[src/rtl/prio_encoder_pkg.sv]
// Shared types and helpers for the registered priority encoder / arbiter.
package prio_encoder_pkg;

    typedef enum logic [1:0] {
        IDLE  = 2'd0,
        GRANT = 2'd1,
        GAP   = 2'd2
    } state_t;

    // Code width for n lines; never below one bit.
    function automatic int clog2w(input int n);
        int w;
        w = 0;
        while ((1 << w) < n) begin
            w = w + 1;
        end
        return (w < 1) ? 1 : w;
    endfunction

endpackage

[src/rtl/prio_encoder_arb_pick.sv]
// Find-first-set over N bits, scanning upward from a start index with wrap-around.
module prio_pick
    import prio_encoder_pkg::*;
#(
    parameter int N = 8,
    localparam int W = clog2w(N)
) (
    input  logic [N-1:0] vec,
    input  logic [W-1:0] start,
    output logic [W-1:0] idx,
    output logic         found
);

    int unsigned j;

    always_comb begin
        idx   = '0;
        found = 1'b0;
        j     = 0;
        for (int unsigned i = 0; i < unsigned'(N); i++) begin
            j = unsigned'(32'(start)) + i;
            if (j >= unsigned'(N)) begin
                j = j - unsigned'(N);
            end
            if (!found && vec[j[W-1:0]]) begin
                found = 1'b1;
                idx   = j[W-1:0];
            end
        end
    end

endmodule

[src/rtl/prio_encoder_arb.sv]
// Registered active-low priority encoder with sticky pending bits, per-line mask,
// fixed or round-robin selection, and a grant code held until acknowledged.
module prio_encoder_arb
    import prio_encoder_pkg::*;
#(
    parameter int N       = 8,
    parameter int RR_MODE = 0,
    localparam int W      = clog2w(N)
) (
    input  logic         clk,
    input  logic         reset,
    input  logic         en_in_n,
    input  logic [N-1:0] req_n,
    input  logic [N-1:0] mask,
    input  logic         ack,
    output logic [W-1:0] code,
    output logic         valid,
    output logic         gs_n,
    output logic         en_out_n,
    output logic [N-1:0] pending
);

    localparam logic [W-1:0] LAST_LINE = W'(N - 1);

    state_t       state, state_nx;
    logic [N-1:0] elig;
    logic [N-1:0] set_bits;
    logic [N-1:0] clr;
    logic [W-1:0] last_grant;
    logic [W-1:0] start;
    logic [W-1:0] pick;
    logic         found;
    logic         load;
    logic         accept;

    assign elig     = pending & ~mask;
    assign set_bits = en_in_n ? '0 : (~req_n & ~mask);
    assign accept   = (state == GRANT) && ack;
    assign gs_n     = ~valid;

    // Round-robin resumes one above the last grant; fixed priority always scans from line 0.
    assign start = (RR_MODE != 0)
                 ? ((last_grant == LAST_LINE) ? '0 : last_grant + 1'b1)
                 : '0;

    prio_pick #(.N(N)) u_pick (
        .vec   (elig),
        .start (start),
        .idx   (pick),
        .found (found)
    );

    always_comb begin
        clr = '0;
        if (accept) begin
            clr[code] = 1'b1;
        end
    end

    always_comb begin
        state_nx = state;
        load     = 1'b0;
        case (state)
            IDLE: begin
                if (!en_in_n && found) begin
                    state_nx = GRANT;
                    load     = 1'b1;
                end
            end
            GRANT: begin
                if (ack) begin
                    state_nx = GAP;
                end
            end
            GAP:     state_nx = IDLE;
            default: state_nx = IDLE;
        endcase
    end

    always_ff @(posedge clk) begin
        if (reset) begin
            state      <= IDLE;
            pending    <= '0;
            code       <= '0;
            valid      <= 1'b0;
            en_out_n   <= 1'b1;
            last_grant <= LAST_LINE;
        end else begin
            state <= state_nx;
            // Set after clear so a re-asserted request survives its own acknowledge.
            pending  <= (pending & ~clr) | set_bits;
            en_out_n <= ~(!en_in_n && (elig == '0) && !valid);
            if (load) begin
                code       <= pick;
                valid      <= 1'b1;
                last_grant <= pick;
            end else if (accept) begin
                valid <= 1'b0;
            end
        end
    end

endmodule

[config.mk]
export PLATFORM = sky130hd
export DESIGN_NAME = prio_encoder_arb
export DESIGN_NICKNAME = d
export VERILOG_FILES = /design/src/rtl/prio_encoder_pkg.sv /design/src/rtl/prio_encoder_arb_pick.sv /design/src/rtl/prio_encoder_arb.sv
export SDC_FILE = /design/constraint.sdc
export NUM_CORES = 1
export LEC_CHECK = 0
export ABC_AREA = 1
export BUFFER_PORTS_ARGS = -buffer_cell sky130_fd_sc_hd__buf_4
export CAP_MARGIN = 30
export CORE_UTILIZATION = 45
export CTS_CLUSTER_SIZE = 14
export DETAILED_ROUTE_END_ITERATION = 6
export PLACE_DENSITY = 0.84
export RECOVER_POWER = 50
export SLEW_MARGIN = 20
export SYNTH_ARGS = -nofsm -noshare
export SYNTH_HDL_FRONTEND = slang
export SYNTH_SLANG_ARGS = --single-unit
[constraint.sdc]
create_clock -name clk -period 1.2 [get_ports clk]
set_clock_uncertainty 0.1 [all_clocks]
set_input_delay 0.24 -clock clk [delete_from_list [all_inputs] [get_ports clk]]
set_output_delay 0.24 -clock clk [all_outputs]
set_load 0.03 [all_outputs]
==> flow_summary.html <==
<table>
<tr><th>Metric</th><th>Value</th></tr>
<tr><th colspan="2">Outcome</th></tr>
<tr><td>Run status</td><td>finished, violations left</td></tr>
<tr><td>Failing checks</td><td>design-rule violations, negative setup slack</td></tr>
<tr><th colspan="2">Clocking</th></tr>
<tr><td>Latest clock arrival within the worst-skew pair</td><td>between 200 and 300 ps</td></tr>
<tr><td>Maximum level of the CTS H-tree</td><td>1</td></tr>
<tr><td>Number of buffers between clock root and the deepest sink</td><td>2</td></tr>
<tr><td>TritonCTS clock tree</td><td>yes</td></tr>
<tr><td>Clock sink count</td><td>15</td></tr>
<tr><td>Total clock buffers created by CTS</td><td>3</td></tr>
<tr><td>Clock Pin Slew Worst Setup and Hold Paths</td><td>around 100 ps</td></tr>
<tr><td>Clk root buf</td><td>sky130_fd_sc_hd__clkbuf_4</td></tr>
<tr><th colspan="2">Cells and area</th></tr>
<tr><td>Commonest non-fill, non-tap cell in the layout</td><td>sky130_fd_sc_hd__buf_4</td></tr>
<tr><td>Number of nets in the layout</td><td>184</td></tr>
<tr><td>Final non-filler cell area</td><td>1199 µm²</td></tr>
<tr><td>Count of antenna diodes in the layout</td><td>0</td></tr>
<tr><td>Synth-to-layout area growth</td><td>49.22%</td></tr>
<tr><td>Ratio of cells with drive above 1 in the final layout</td><td>between 40% and 50%</td></tr>
<tr><td>Commonest cells after routing, fill and taps aside</td><td>36 x sky130_fd_sc_hd__buf_4, 28 x sky130_fd_sc_hd__nand2_1, 16 x sky130_fd_sc_hd__nor2_1</td></tr>
<tr><td>Filler instances</td><td>131</td></tr>
<tr><th colspan="2">Yosys</th></tr>
<tr><td>Post-synth top area share</td><td>37.38%</td></tr>
<tr><td>Post-synthesis cell count</td><td>around 120</td></tr>
<tr><td>Post-synthesis share of cell area spent on xor and xnor gates</td><td>0%</td></tr>
<tr><td>Number of synthesis warnings</td><td>0</td></tr>
<tr><td>Mux cell area share after synthesis</td><td>0%</td></tr>
<tr><td>Dominant combinational cell family by area after synthesis</td><td>simple AND/OR/NAND/NOR gates</td></tr>
<tr><td>Synth area leaders</td><td>sky130_fd_sc_hd__dfxtp_1 37%, sky130_fd_sc_hd__nand2_1 14%, sky130_fd_sc_hd__a21oi_1 8.1%</td></tr>
<tr><td>Dominant cell type by area after synthesis</td><td>sky130_fd_sc_hd__dfxtp_1</td></tr>
<tr><td>Cell area after synthesis</td><td>~800 µm²</td></tr>
<tr><td>Count of distinct cell types in the synthesized netlist</td><td>16</td></tr>
<tr><td>Synthesized-area fraction occupied by ao, oa, aoi and oai cells</td><td>between 15 and 20%</td></tr>
<tr><td>Synth Area in Simple Gates</td><td>between 30% and 40%</td></tr>
<tr><td>Proportion of synthesized chip area in sequential cells</td><td>roughly 37%</td></tr>
<tr><td>Number of nets produced by synthesis</td><td>~140</td></tr>
<tr><td>Number of synthesized register bits</td><td>15</td></tr>
<tr><td>Per-instance average area after synthesis</td><td>~6.6 µm²</td></tr>
<tr><td>Post-synthesis share of cell area spent on full adders, half adders and majority gates</td><td>0%</td></tr>
<tr><th colspan="2">Power and ir drop</th></tr>
<tr><td>Total power</td><td>1268 µW</td></tr>
<tr><td>Design internal power</td><td>830.6 µW</td></tr>
<tr><td>Combinational cell fraction of total power</td><td>between 30% and 40%</td></tr>
<tr><td>Worst voltage drop across the vdd grid</td><td>0.0008487 V</td></tr>
<tr><td>Clock network power share</td><td>23.8%</td></tr>
<tr><td>Net switching fraction of the power</td><td>between 30% and 40%</td></tr>
<tr><td>Fraction of power consumed by sequential logic</td><td>44.9%</td></tr>
<tr><td>Net switching power figure</td><td>between 400 and 500 µW</td></tr>
<tr><td>Areal power density over the cells</td><td>around 1100 nW/µm²</td></tr>
<tr><td>Static Leak</td><td>between 0.0005 and 0.0006 µW</td></tr>
<tr><th colspan="2">Worst setup path</th></tr>
<tr><td>Setup Crit Path Kind</td><td>reg2reg</td></tr>
<tr><td>Data required time of the worst path</td><td>1290 ps</td></tr>
<tr><td>Kind of end point of the critical path</td><td>register</td></tr>
<tr><td>Ordered cell list for the critical path</td><td>nand2_2 -&gt; nand2_2 -&gt; nor2_4 -&gt; nand2_2 -&gt; nand2_2 -&gt; nand2_1 -&gt; nand2_1 -&gt; nor2_1</td></tr>
<tr><td>Highest-delay cell along the critical path</td><td>sky130_fd_sc_hd__dfxtp_2</td></tr>
<tr><td>Crit path launch type</td><td>register</td></tr>
<tr><td>Worst path max stage delay</td><td>about 360 ps</td></tr>
<tr><td>Arrival time of data at the critical path endpoint</td><td>1290 ps</td></tr>
<tr><td>Top delay family on crit path</td><td>simple AND/OR/NAND/NOR gates</td></tr>
<tr><td>Critical path fanouts, max</td><td>4</td></tr>
<tr><td>Worst path buffer plus inverter count</td><td>0</td></tr>
<tr><td>CP most frequent cell</td><td>sky130_fd_sc_hd__nand2_2</td></tr>
<tr><th colspan="2">Detailed routing</th></tr>
<tr><td>Post-Route WL</td><td>~2.1 mm</td></tr>
<tr><td>Routed wirelength normalized by instance count</td><td>~11 µm</td></tr>
<tr><td>First-pass detailed-route iteration total</td><td>7</td></tr>
<tr><td>Drc violations</td><td>3</td></tr>
<tr><td>Ratio of routed vias to standard cells</td><td>about 5.0</td></tr>
<tr><td>Number of DRC violations after detailed-routing iteration 0</td><td>29</td></tr>
<tr><td>Number of nets still failing antenna checks after routing</td><td>0</td></tr>
<tr><td>Routed vias</td><td>929</td></tr>
<tr><th colspan="2">Global route</th></tr>
<tr><td>Gr ovfl total</td><td>0</td></tr>
<tr><td>Maximum number of pins on one net before global-route repair</td><td>13</td></tr>
<tr><td>Number of antenna violations at the first check in global routing</td><td>0</td></tr>
<tr><td>Vias in the first global route</td><td>738</td></tr>
<tr><td>Total track usage</td><td>between 20% and 30%</td></tr>
<tr><td>Wire length of the first global-routing pass</td><td>slightly above 3 mm</td></tr>
<tr><th colspan="2">Placement</th></tr>
<tr><td>Setup slack at placement</td><td>between 20 and 25 ps</td></tr>
<tr><td>IO buf count</td><td>33</td></tr>
<tr><td>HPWL after detailed placement</td><td>between 1.5 and 2 mm</td></tr>
<tr><td>Standard cell area after detailed placement</td><td>roughly 1100 µm²</td></tr>
<tr><td>Final weighted congestion in routability-driven placement</td><td>roughly 0.86</td></tr>
<tr><th colspan="2">Die</th></tr>
<tr><td>Core area</td><td>around 1600 µm²</td></tr>
<tr><td>Initial standard-cell utilization of the core</td><td>roughly half</td></tr>
<tr><td>Width of the die</td><td>between 40 and 50 µm</td></tr>
<tr><td>Die span in y</td><td>44.25 µm</td></tr>
<tr><td>Die Area</td><td>between 1500 and 2000 µm²</td></tr>
<tr><td>Count of standard-cell rows</td><td>14</td></tr>
<tr><td>Number of top-level design ports</td><td>34</td></tr>
<tr><th colspan="2">Flow run</th></tr>
<tr><td>Max capacitance violation total</td><td>0</td></tr>
<tr><th colspan="2">STA</th></tr>
<tr><td>Period minus WS final</td><td>roughly 1200 ps</td></tr>
<tr><td>Period Utilization, post-route</td><td>100.2%</td></tr>
<tr><td>Setup slack of the critical path after layout</td><td>-2.482 ps</td></tr>
<tr><td>Achievable Freq</td><td>between 800 and 900 MHz</td></tr>
<tr><td>Final Hold Fails</td><td>0</td></tr>
<tr><td>Final count of pins violating max slew</td><td>0</td></tr>
<tr><td>Setup TNS after final layout</td><td>-4.820 ps</td></tr>
<tr><td>Hold Worst Slack</td><td>between 70 and 80 ps</td></tr>
<tr><td>RSZ-0062 raised after global routing</td><td>yes</td></tr>
<tr><td>Setup violators final</td><td>2</td></tr>
<tr><td>Slew at the pin closest to its max-slew limit</td><td>between 200 and 250 ps</td></tr>
<tr><td>Headroom to the max-slew limit</td><td>roughly 84%</td></tr>
<tr><th colspan="2">Hold path</th></tr>
<tr><td>Worst min-delay path category</td><td>in2reg</td></tr>
</table>
## power groups by stage
stage               sequential [µW]  clock, µW  combinational [µW]
finish                          570        301                 397
global route                    574        323                 429
CTS                             566        304                 360
detailed placement              574          0                 353
global placement                572          0                 346
floorplan                       633          0                 154
## synthesized netlist by cell type, drive strengths merged
| cell type | count |
|---|---|
| o21ai | 2 |
| inv | 19 |
| clkbuf | 1 |
| nor2 | 18 |
| a21oi | 13 |
| nand3b | 1 |
| o31ai | 8 |
| nand2 | 39 |
| dfxtp | 15 |
| nand3 | 5 |
| buf | 1 |
## worst paths after layout
check | from | to | slack [ps] | cells past startpoint
max | pending[3] | code[0] | -2 | 8
min reg2reg | pending[5] | pending[5] | 390 | 2
min | req_n[5] | pending[5] | 70 | 4
max reg2reg | pending[3] | code[0] | -2 | 8
## metrics by stage
step	utilization, %	std cells
after floorplan	-	122
after global placement	67.97	178
after detailed placement	67.97	178
after CTS	70.41	182
after global routing	75.20	187
final	75.20	187
## sequential cells by signal, summed over array words and instances (netlist names)
name / cells
en_out_n: 1
code: 3
pending: 8
valid: 1
state: 2
## cell type report
cell class / instances / area, µm² / area share (%)
repair buffers: 39 / 304.0 / 25.37
clock inverters: 1 / 5.005 / 0.4175
inverters: 19 / 71.32 / 5.950
multi-input cells: 86 / 451.7 / 37.68
flip-flops and latches: 15 / 314.1 / 26.20
well taps: 24 / 30.03 / 2.505
clock buffers: 3 / 22.52 / 1.879
## worst min-delay path, stage by stage
cell and delay [ps]:
sky130_fd_sc_hd__buf_4 80, sky130_fd_sc_hd__nor2_1 30, sky130_fd_sc_hd__nand2_1 40, sky130_fd_sc_hd__a21oi_1 50
## repair_timing
| action | CTS | global route |
|---|---|---|
| pin swaps | 0 | 6 |
| gates cloned | 0 | 0 |
| setup endpoints to repair | 4 | 12 |
| setup buffers | 0 | 5 |
| gates resized for setup | 5 | 10 |
| hold buffers | 0 | 0 |
## kinds of logic (layout without fill, tap and decap cells)
kind of cell,after synthesis,count (layout)
and+or+nand+nor,63,63
AOI/OAI and AO/OA,23,23
buffers and inverters,21,62
DFF,15,15
## metal layers
layer | part of all wire [%] | vias up | track usage (%)
li1 | - | 473 | -
met1 | 43 | 415 | 26.09
met2 | 50 | 36 | 39.12
met3 | 5.4 | 5 | 2.449
met4 | 1.7 | 0 | 9.091
met5 | 0 | - | 0
No activity file was read; power rests on OpenSTA's default activity.
